==> config.mk <==
export PLATFORM = sky130hd
export DESIGN_NAME = iwdg_sequencer_flat
export DESIGN_NICKNAME = d
export VERILOG_FILES = /design/src/rtl/iwdg_sequencer_if.sv /design/src/rtl/iwdg_sequencer.sv /design/src/flat_wrapper.sv
export SDC_FILE = /design/constraint.sdc
export NUM_CORES = 1
export LEC_CHECK = 0
export ABC_AREA = 1
export CAP_MARGIN = 20
export CELL_PAD_IN_SITES_DETAIL_PLACEMENT = 2
export CELL_PAD_IN_SITES_GLOBAL_PLACEMENT = 2
export CORE_MARGIN = 1.5
export CORE_UTILIZATION = 30
export CTS_CLUSTER_SIZE = 16
export DETAILED_ROUTE_END_ITERATION = 6
export GPL_TIMING_DRIVEN = 0
export PLACE_DENSITY = 0.89
export SLEW_MARGIN = 30
export SYNTH_ARGS = -nofsm -noshare
export SYNTH_HDL_FRONTEND = slang
export SYNTH_SLANG_ARGS = --single-unit
==> constraint.sdc <==
create_clock -name clk_m2s -period 2.2 [get_ports clk_m2s]
set_clock_uncertainty 0.15 [all_clocks]
set_input_delay 0.44 -clock clk_m2s [delete_from_list [all_inputs] [get_ports clk_m2s]]
set_output_delay 0.44 -clock clk_m2s [all_outputs]
set_load 0.01 [all_outputs]
==> src/rtl/iwdg_sequencer_if.sv <==
// Wishbone single-write master/slave bundle between iwdg_sequencer and the watchdog slave port.
interface iwdg_sequencer_if #(
   parameter int GRL = 1
);
   logic [31:0]  adr_m2s;
   logic [31:0]  dat_m2s;
   logic [GRL:0] sel_m2s;
   logic         cyc_m2s;
   logic         stb_m2s;
   logic         we_m2s;
   logic         ack_s2m;
   logic         err_s2m;

   modport master (
      output adr_m2s, dat_m2s, sel_m2s, cyc_m2s, stb_m2s, we_m2s,
      input  ack_s2m, err_s2m
   );

   modport slave (
      input  adr_m2s, dat_m2s, sel_m2s, cyc_m2s, stb_m2s, we_m2s,
      output ack_s2m, err_s2m
   );
endinterface

==> src/rtl/iwdg_sequencer.sv <==
// Watchdog key sequencer: unlock/PR/unlock/RLR/start over Wishbone, then periodic and on-demand AAAA reloads.
// Strobe rises the cycle after a trigger; one idle cycle between writes; slave stalls bounded by ACK_TIMEOUT.
module iwdg_sequencer #(
   parameter int          GRL            = 1,
   parameter logic [31:0] BASE_ADR       = 32'h0100_0000,
   parameter int          REFRESH_PERIOD = 1024,
   parameter int          ACK_TIMEOUT    = 16,
   parameter int          CNT_W          = 16
) (
   input  logic             clk_m2s,
   input  logic             rst_m2s_n,
   input  logic             cfg_start,
   input  logic [2:0]       cfg_pr,
   input  logic [11:0]      cfg_rlr,
   input  logic             kick_req,
   iwdg_sequencer_if.master wb,
   output logic             busy,
   output logic             running,
   output logic             fault,
   output logic [1:0]       fault_code,
   output logic [7:0]       refresh_cnt
);
   localparam int                TW         = $clog2(ACK_TIMEOUT);
   localparam logic [TW-1:0]     TMO_LAST   = TW'(ACK_TIMEOUT - 1);
   localparam logic [CNT_W-1:0]  CNT_LAST   = CNT_W'(REFRESH_PERIOD - 1);
   localparam logic [31:0]       KEY_UNLOCK = 32'h0000_5555;
   localparam logic [31:0]       KEY_START  = 32'h0000_CCCC;
   localparam logic [31:0]       KEY_RELOAD = 32'h0000_AAAA;

   typedef enum logic [3:0] {
      S_IDLE, S_UNL1, S_PR, S_UNL2, S_RLR, S_STRT, S_RUN, S_REFRESH, S_FAULT
   } state_t;

   state_t           state_q;
   state_t           tgt_d;
   state_t           nxt_d;
   logic             wr_q;
   logic [31:0]      adr_q;
   logic [31:0]      dat_q;
   logic [31:0]      adr_d;
   logic [31:0]      dat_d;
   logic             go_d;
   logic [TW-1:0]    tmo_q;
   logic [CNT_W-1:0] cnt_q;
   logic             gap_q;
   logic [2:0]       pr_q;
   logic [11:0]      rlr_q;
   logic             busy_q;
   logic             running_q;
   logic             fault_q;
   logic [1:0]       code_q;
   logic [7:0]       rcnt_q;

   // tgt_d is the write the next strobe will carry; nxt_d is where its ack leads.
   always_comb begin
      tgt_d = state_q;
      if (state_q == S_IDLE || state_q == S_FAULT) tgt_d = S_UNL1;
      else if (state_q == S_RUN)                   tgt_d = S_REFRESH;
      adr_d = BASE_ADR;
      dat_d = '0;
      nxt_d = S_IDLE;
      case (tgt_d)
         S_UNL1:    begin dat_d = KEY_UNLOCK; nxt_d = S_PR; end
         S_PR:      begin adr_d = BASE_ADR + 32'h4; dat_d = {29'b0, pr_q}; nxt_d = S_UNL2; end
         S_UNL2:    begin dat_d = KEY_UNLOCK; nxt_d = S_RLR; end
         S_RLR:     begin adr_d = BASE_ADR + 32'h8; dat_d = {20'b0, rlr_q}; nxt_d = S_STRT; end
         S_STRT:    begin dat_d = KEY_START; nxt_d = S_RUN; end
         S_REFRESH: begin dat_d = KEY_RELOAD; nxt_d = S_RUN; end
         default:   begin adr_d = '0; nxt_d = S_IDLE; end
      endcase
      case (state_q)
         S_IDLE, S_FAULT: go_d = cfg_start;
         S_RUN:           go_d = kick_req || (!gap_q && cnt_q == CNT_LAST);
         default:         go_d = !wr_q;
      endcase
   end

   always_ff @(posedge clk_m2s or negedge rst_m2s_n) begin
      if (!rst_m2s_n) begin
         state_q   <= S_IDLE;
         wr_q      <= 1'b0;
         adr_q     <= '0;
         dat_q     <= '0;
         tmo_q     <= '0;
         cnt_q     <= '0;
         gap_q     <= 1'b0;
         pr_q      <= '0;
         rlr_q     <= '0;
         busy_q    <= 1'b0;
         running_q <= 1'b0;
         fault_q   <= 1'b0;
         code_q    <= 2'b00;
         rcnt_q    <= '0;
      end else begin
         if (go_d) begin
            wr_q    <= 1'b1;
            adr_q   <= adr_d;
            dat_q   <= dat_d;
            tmo_q   <= '0;
            state_q <= tgt_d;
            busy_q  <= 1'b1;
         end
         case (state_q)
            S_IDLE, S_FAULT: begin
               if (cfg_start) begin
                  pr_q    <= cfg_pr;
                  rlr_q   <= cfg_rlr;
                  fault_q <= 1'b0;
                  code_q  <= 2'b00;
               end
            end
            S_RUN: begin
               // The cycle right after a reload ack is the inter-write gap and is not counted.
               if (!go_d) begin
                  if (gap_q) gap_q <= 1'b0;
                  else       cnt_q <= cnt_q + 1'b1;
               end
            end
            default: begin
               if (wr_q) begin
                  if (wb.err_s2m || (!wb.ack_s2m && tmo_q == TMO_LAST)) begin
                     wr_q      <= 1'b0;
                     adr_q     <= '0;
                     dat_q     <= '0;
                     state_q   <= S_FAULT;
                     busy_q    <= 1'b0;
                     running_q <= 1'b0;
                     fault_q   <= 1'b1;
                     code_q    <= wb.err_s2m ? 2'b10 : 2'b01;
                  end else if (wb.ack_s2m) begin
                     wr_q    <= 1'b0;
                     adr_q   <= '0;
                     dat_q   <= '0;
                     state_q <= nxt_d;
                     if (nxt_d == S_RUN) begin
                        busy_q <= 1'b0;
                        cnt_q  <= '0;
                        gap_q  <= 1'b1;
                     end
                     if (state_q == S_STRT)    running_q <= 1'b1;
                     if (state_q == S_REFRESH) rcnt_q    <= rcnt_q + 8'd1;
                  end else begin
                     tmo_q <= tmo_q + 1'b1;
                  end
               end
            end
         endcase
      end
   end

   assign wb.adr_m2s  = adr_q;
   assign wb.dat_m2s  = dat_q;
   assign wb.sel_m2s  = {(GRL + 1){1'b1}};
   assign wb.cyc_m2s  = wr_q;
   assign wb.stb_m2s  = wr_q;
   assign wb.we_m2s   = wr_q;
   assign busy        = busy_q;
   assign running     = running_q;
   assign fault       = fault_q;
   assign fault_code  = code_q;
   assign refresh_cnt = rcnt_q;
endmodule

==> src/flat_wrapper.sv <==
// flat-port wrapper written by rule: the top's interface ports become plain ports
module iwdg_sequencer_flat 
#(
   parameter int          GRL            = 1,
   parameter logic [31:0] BASE_ADR       = 32'h0100_0000,
   parameter int          REFRESH_PERIOD = 1024,
   parameter int          ACK_TIMEOUT    = 16,
   parameter int          CNT_W          = 16
)
  (clk_m2s, rst_m2s_n, cfg_start, cfg_pr, cfg_rlr, kick_req, busy, running, fault, fault_code, refresh_cnt, wb_adr_m2s, wb_dat_m2s, wb_sel_m2s, wb_cyc_m2s, wb_stb_m2s, wb_we_m2s, wb_ack_s2m, wb_err_s2m);
  iwdg_sequencer_if #(.GRL(GRL)) wb_i ();
  input  logic clk_m2s;
  input  logic rst_m2s_n;
  input  logic cfg_start;
  input  logic [2:0] cfg_pr;
  input  logic [11:0] cfg_rlr;
  input  logic kick_req;
  output logic busy;
  output logic running;
  output logic fault;
  output logic [1:0] fault_code;
  output logic [7:0] refresh_cnt;
  output wire logic [$bits(wb_i.adr_m2s)-1:0] wb_adr_m2s;
  output wire logic [$bits(wb_i.dat_m2s)-1:0] wb_dat_m2s;
  output wire logic [$bits(wb_i.sel_m2s)-1:0] wb_sel_m2s;
  output wire logic [$bits(wb_i.cyc_m2s)-1:0] wb_cyc_m2s;
  output wire logic [$bits(wb_i.stb_m2s)-1:0] wb_stb_m2s;
  output wire logic [$bits(wb_i.we_m2s)-1:0] wb_we_m2s;
  input wire logic [$bits(wb_i.ack_s2m)-1:0] wb_ack_s2m;
  input wire logic [$bits(wb_i.err_s2m)-1:0] wb_err_s2m;
  assign wb_adr_m2s = wb_i.adr_m2s;
  assign wb_dat_m2s = wb_i.dat_m2s;
  assign wb_sel_m2s = wb_i.sel_m2s;
  assign wb_cyc_m2s = wb_i.cyc_m2s;
  assign wb_stb_m2s = wb_i.stb_m2s;
  assign wb_we_m2s = wb_i.we_m2s;
  assign wb_i.ack_s2m = wb_ack_s2m;
  assign wb_i.err_s2m = wb_err_s2m;
  iwdg_sequencer #(.GRL(GRL), .BASE_ADR(BASE_ADR), .REFRESH_PERIOD(REFRESH_PERIOD), .ACK_TIMEOUT(ACK_TIMEOUT), .CNT_W(CNT_W)) u_core (.clk_m2s(clk_m2s), .rst_m2s_n(rst_m2s_n), .cfg_start(cfg_start), .cfg_pr(cfg_pr), .cfg_rlr(cfg_rlr), .kick_req(kick_req), .wb(wb_i), .busy(busy), .running(running), .fault(fault), .fault_code(fault_code), .refresh_cnt(refresh_cnt));
endmodule
### Yosys cells after proc, flatten, opt, wreduce, memory -nomap -nowiden

Cells that the tools add are included.

| storage, ports and cells | value |
|---|---|
| word-level logic and storage cells | 127 |
| register bits | 118 |
| output and inout bits | 82 |
| input port bits | 21 |

| operators by class | value |
|---|---|
| eq/ne operators | 17 |
| reduce and logical (&&, ||, !) cells | 27 |
| bitwise logic cells | 4 |
| mux-type cells | 62 |
| add/subtract/negate cells | 3 |

Operators by type and width:

| cell | count |
|---|---|
| 2-to-1 mux 32 bit | 10 |
| 2-to-1 mux 16 bit | 6 |
| case mux 16 bit (5 select lines) | 1 |
| case mux 25 bit (3 select lines) | 1 |
| 2-to-1 mux 4 bit | 12 |
| case mux 16 bit (2 select lines) | 1 |
| equality test 4 x 3 -> 1 bit, second input constant | 6 |
| 2-to-1 mux 1 bit | 22 |
| adder 16 x 1 -> 16 bit, second input constant | 1 |
| equality test 16 x 10 -> 1 bit, second input constant | 1 |
| case mux 3 bit (5 select lines) | 1 |
| nonzero test 2 bit | 7 |
| adder 8 x 1 -> 8 bit, second input constant | 1 |
| equality test 4 x 2 -> 1 bit, second input constant | 2 |
| equality test 4 bit, second input constant | 2 |
| 2-to-1 mux 2 bit | 4 |
| AND reduction 4 bit | 2 |
| AND reduction 7 bit | 1 |
| inequality test 2 bit, second input constant | 3 |
| case mux 1 bit (2 select lines) | 3 |
| AND reduction 6 bit | 1 |
| OR reduction 2 bit | 3 |
| AND reduction 5 bit | 1 |
| adder 4 x 1 -> 4 bit, second input constant | 1 |
| 12 further kinds | 20 |

### Longest topological paths before layout

| depth | value |
|---|---|
| word-level depth | 12 |
| mapped depth | 13 |
| mapped depth without buffers | 12 |

### Least setup slack after synthesis

OpenSTA, ideal clock, no wires.

| timing | value |
|---|---|
| path type | reg-to-reg |
| from | reg u_core.cnt_q[0] |
| to | reg u_core.adr_q[18] (netlist: u_core.wb.adr_m2s[18]) |
| clock period less this slack | 1.770 ns |
| setup slack | 0.430 ns |
| arrival time | 1.488 ns |
| buffers on the path | 2 |
| cell stages (with the launch flop) | 13 |
| data required time | 1.918 ns |
| setup time | 0.132 ns |
| path through | dfrtp_1 ha_1 nand3_1 nor2_2 nand2_1 nand2_1 nand2_1 nand2_2 nand2_2 buf_6 buf_6 nand2_1 nor2_1 |

| on the way | value |
|---|---|
| word-level cells in the longest chain between the ends | 9 |

RTL lines:

| item | line | RTL |
|---|---|---|
| start: declaration | iwdg_sequencer.sv:44 | `logic [CNT_W-1:0] cnt_q;` |
| start signal: assignment | iwdg_sequencer.sv:116 | `else cnt_q <= cnt_q + 1'b1;` |
| equality test 16 x 10 -> 1 bit * | iwdg_sequencer.sv:73 | `S_RUN: go_d = kick_req \|\| (!gap_q && cnt_q == CNT_LAST);` |
| logical AND 1 bit * | iwdg_sequencer.sv:73 |  |
| logical OR 1 bit * | iwdg_sequencer.sv:73 |  |
| case mux 1 bit (2 select lines) * | iwdg_sequencer.sv:71 | `case (state_q)` |
| 2-to-1 mux 32 bit * | iwdg_sequencer.sv:95 | `if (go_d) begin` |
| 2-to-1 mux 32 bit | iwdg_sequencer.sv:130 | `end else if (wb.ack_s2m) begin` |
| 2-to-1 mux 32 bit | iwdg_sequencer.sv:121 | `if (wb.err_s2m \|\| (!wb.ack_s2m && tmo_q == TMO_LAST)) begin` |
| 2-to-1 mux 32 bit | iwdg_sequencer.sv:120 | `if (wr_q) begin` |
| 2-to-1 mux 32 bit * | iwdg_sequencer.sv:103 | `case (state_q)` |
| end signal: assignment | iwdg_sequencer.sv:97 | `adr_q <= adr_d;` |
| end: declaration | iwdg_sequencer.sv:38 | `logic [31:0] adr_q;` |

Mark *: on every way between the ends. The rest lies on a longest branch, timed or not.
A chain may end at the register's enable or synchronous reset.

### Worst setup path in the final report

| timing | value |
|---|---|
| from | reg u_core.state_q[2] |
| to | reg u_core.rcnt_q[5] (netlist: u_core.refresh_cnt[5]) |

| on the way | value |
|---|---|
| word-level cells in the longest chain between the ends | 4 |
| elaborated cells between the ends (all ways) | 7 |
| those cells by class | eq/ne: 3; bitwise: 1; reduce/logical: 3 |

RTL lines:

| item | line | RTL |
|---|---|---|
| start: declaration | iwdg_sequencer.sv:34 | `state_t state_q;` |
| start signal: assignment | iwdg_sequencer.sv:100 | `state_q <= tgt_d;` |
| start signal: assignment | iwdg_sequencer.sv:134 | `state_q <= nxt_d;` |
| equality test 4 x 3 -> 1 bit, or another cell as far along | iwdg_sequencer.sv:103 |  |
| OR reduction 3 bit (no line) | n/a |  |
| NOT 1 bit (no line) | n/a |  |
| AND reduction 5 bit (no line) * | n/a |  |
| end signal: assignment | iwdg_sequencer.sv:141 | `if (state_q == S_REFRESH) rcnt_q <= rcnt_q + 8'd1;` |
| end: declaration | iwdg_sequencer.sv:52 | `logic [7:0] rcnt_q;` |

Marks and branches as above.

==> out/results.tsv <==
stage	metric	value	unit
status	status	completed	
synthesis	Synth cell types	34	
synthesis	mux cell area share after synthesis	0.0253	
clock_tree	cts bufs inserted	17	
synthesis	most frequent cells after synthesis	nand2_1 (158), dfrtp_1 (118), nor2_1 (91)	
sta	Final Hold Fails	0	
sta	max-slew violations	0	
final_layout	# nets final	770	
synthesis	sequential fraction of the synthesis area	0.553	
global_routing	largest net degree at the start of global routing	84	
place	DP Wirelength	12800	microns
routing	DRT antenna net count	0	
synthesis	Synth Area in Simple Gates	0.269	
place	Port Buffers	100	
floorplanning	CORE AREA	17400	sq um
routing	drt pass-1 iters	4	
sta	Setup-failing EPs final	0	
run	max-cap violation count	0	
clock_tree	CTS sink cnt	118	
clock_tree	CTS root buffer	clkbuf_16	
synthesis	synthesized flop and latch total	118	
synthesis	Mean Syn Cell Area	8.63	sq um
global_routing	met3 global-route usage	0.0608	
routing	1st-iter DRT viols	154	
clock_tree	CTS tree	yes	
setup_path	CP endpoint kind	register	
synthesis	Post-Syn Area	5340	sq um
synthesis	compound-gate portion of the synthesized area	0.0599	
clock_tree	htree depth	4	
sta	FMAX	467	MHz
place	Placed Cells	946	
synthesis	Post-Syn Instances	619	
global_routing	GRT overflow	0	
sta	TNS Setup	0	ns
clock_tree	clk buf depth	2	
synthesis	Post-Synth Adder-Cell Area	0.00702	
final_layout	filler cell count	1873	
sta	fin crit share	0.972	
global_routing	initial antenna violation count	0	
routing	Total Routed Length	19300	microns
routing	via count	4878	
sta	Tmin final	2.14	ns
sta	worst slew pin tran	0.604	ns
sta	Slew HR	0.594	
synthesis	post-synth top area share	0.553	
floorplanning	Cell Rows	48	
power_and_ir_drop	VDD IR max	0.663	mV
final_layout	n_diodes	0	
power_and_ir_drop	leakage power	3.47	nW
synthesis	EDFF count, synth	0	
setup_path	CP Max Fanout	6	
floorplanning	die width	136	microns
final_layout	final non-filler cell total	984	
synthesis	main area contributors after synthesis	dfrtp_1 (55%), nand2_1 (11%), nor2_1 (6.4%), nand3_1 (4.8%), inv_1 (3.0%)	
routing	WL per Instance	19.6	microns
floorplanning	die area	18600	sq um
setup_path	startpoint type of the worst setup path	register	
synthesis	dominant cell by count in the synthesized netlist	nand2_1	
synthesis	main combinational cell family by area after synthesis	simple AND/OR/NAND/NOR gates	
sta	RSZ-0062 raised after global routing	true	
routing	DRC viols	0	
floorplanning	starting density of the core	0.308	
global_routing	gr busiest metal	met2	
synthesis	Synth Area in XOR/XNOR	0.0180	
synthesis	Main synth FF type	dfrtp_1	
synthesis	synth warn	0	
clock_tree	worst skew pair latency	0.43	ns
setup_path	Arr. time, crit path	2.34	ns
synthesis	area leader, netlist	dfrtp_1	
routing	Vias/cell	4.96	
final_layout	share of cells above drive strength 1	0.154	
final_layout	synthesis-to-layout area growth	38.1	%
floorplanning	Ports	103	
floorplanning	Die H	136	microns
worst_hold_path	worst hold-check path type	input port to register	
global_routing	gr usage total	0.221	
setup_path	Req. time, crit path	2.40	ns
synthesis	ys async rst share	1.00	
global_routing	GR Util met2	0.409	
global_routing	vias in the first global route	5704	
setup_path	kind of critical path	register to register	
place	routability cong.	0.850	
clock_tree	CTS clk-pin slew, worst paths	0.06	ns
global_routing	met1 Use GR	0.239	
global_routing	global-route wire length before repair	30700	microns
power_and_ir_drop	P per Cell Area	1190	nW/um^2
## through the flow
step                      cell area [sq um]   util  power [mW]  hold slack, ns  setup WS, ns
after floorplan                        5350      -        4.44        -0.00559         0.430
after global placement                 6630  0.382        5.41           0.307         -3.99
after detailed placement               6660  0.384        5.63           0.189        -0.599
after CTS                              7330  0.422        8.78           0.326       0.00275
after global routing                   7380  0.425        9.19           0.280       -0.0899
final                                  7380  0.425        8.75           0.278        0.0606
## worst max-delay path, stage by stage, from the launching register on
cell	delay, ns
dfrtp_1	0.40
inv_1	0.13
nor2_4	0.18
inv_1	0.16
nor4_2	0.48
nand2_2	0.20
nor2_1	0.18
xor2_1	0.17
## cells by family (layout without fill, tap and decap cells)
kind of cell	Yosys count	after routing
other cells	1	2
buf+inv	79	218
compound gates	61	61
simple gates	334	334
mux	12	12
flops	118	118
fa+ha+maj	3	3
xor+xnor	11	11
## registers in the layout, summed over array words and instances (netlist names)
register	count
u_core.fault_code	2
u_core.refresh_cnt	8
u_core.pr_q	3
u_core.wb.cyc_m2s	1
u_core.gap_q	1
u_core.fault	1
u_core.running	1
u_core.tmo_q	4
u_core.wb.dat_m2s	32
u_core.wb.adr_m2s	32
u_core.cnt_q	16
u_core.rlr_q	12
u_core.busy	1
u_core.state_q	4
## metal layers
layer / vias to the layer above / share of wire
li1: 2217 / -
met4: 0 / 0.024
met5: - / 0
met3: 34 / 0.046
met1: 2503 / 0.39
met2: 124 / 0.54
## report_power, final
group	switching [mW]	leakage, nW	total (mW)	internal, mW
registers	0.289	1.57	2.83	2.54
clock network	1.19	0.302	2.92	1.72
logic	1.88	1.60	3.00	1.11
## layout by cell type (no fill, tap or decap), drive strengths merged, types with 5 or more instances in the layout
cell type	count
o21ai	31
nand4	8
a21oi	23
buf	28
nand2	165
nand3	51
dfrtp	118
xnor2	5
inv	60
nor2	95
mux2	12
clkbuf	25
xor2	6
or2	8
clkdlybuf4s50	98
## worst paths after layout
kind / startpoint / to / slack [ns] / cells past startpoint
worst max-delay path: u_core.state_q[2]$_DFF_PN0_ / u_core.refresh_cnt[5]$_DFFE_PN0P_ / 0.06 / 7
worst min-delay path: wb_ack_s2m / u_core.state_q[2]$_DFF_PN0_ / 0.28 / 3
worst max register to register: u_core.state_q[2]$_DFF_PN0_ / u_core.refresh_cnt[5]$_DFFE_PN0P_ / 0.06 / 7
worst min register to register: u_core.refresh_cnt[7]$_DFFE_PN0P_ / u_core.refresh_cnt[7]$_DFFE_PN0P_ / 0.32 / 1
max in group asynchronous: rst_m2s_n / u_core.wb.adr_m2s[5]$_DFF_PN0_ / 0.84 / 3
min in group asynchronous: rst_m2s_n / u_core.cnt_q[12]$_DFFE_PN0P_ / 0.34 / 2
## area by class of cell
type,count,area [sq um],area share
clock inverters,15,184,0.0249
repair buffers,107,1080,0.147
plain buffers,29,190,0.0258
multi-input cells,423,2070,0.280
inverters,50,190,0.0258
well taps,225,282,0.0381
flip-flops and latches,118,2960,0.400
clock buffers,17,425,0.0576
## timing repair
| action | 4_1_cts | 5_1_grt |
|---|---|---|
| cloned | 0 | 0 |
| buffers inserted | 3 | 2 |
| hold endpoints to repair | 35 | 0 |
| pin swaps | 1 | 2 |
| setup endpoints to repair | 78 | 61 |
| hold buffers | 1 | 0 |
| resized for setup | 8 | 15 |
Note: power is estimated with default switching activity, not from simulation.
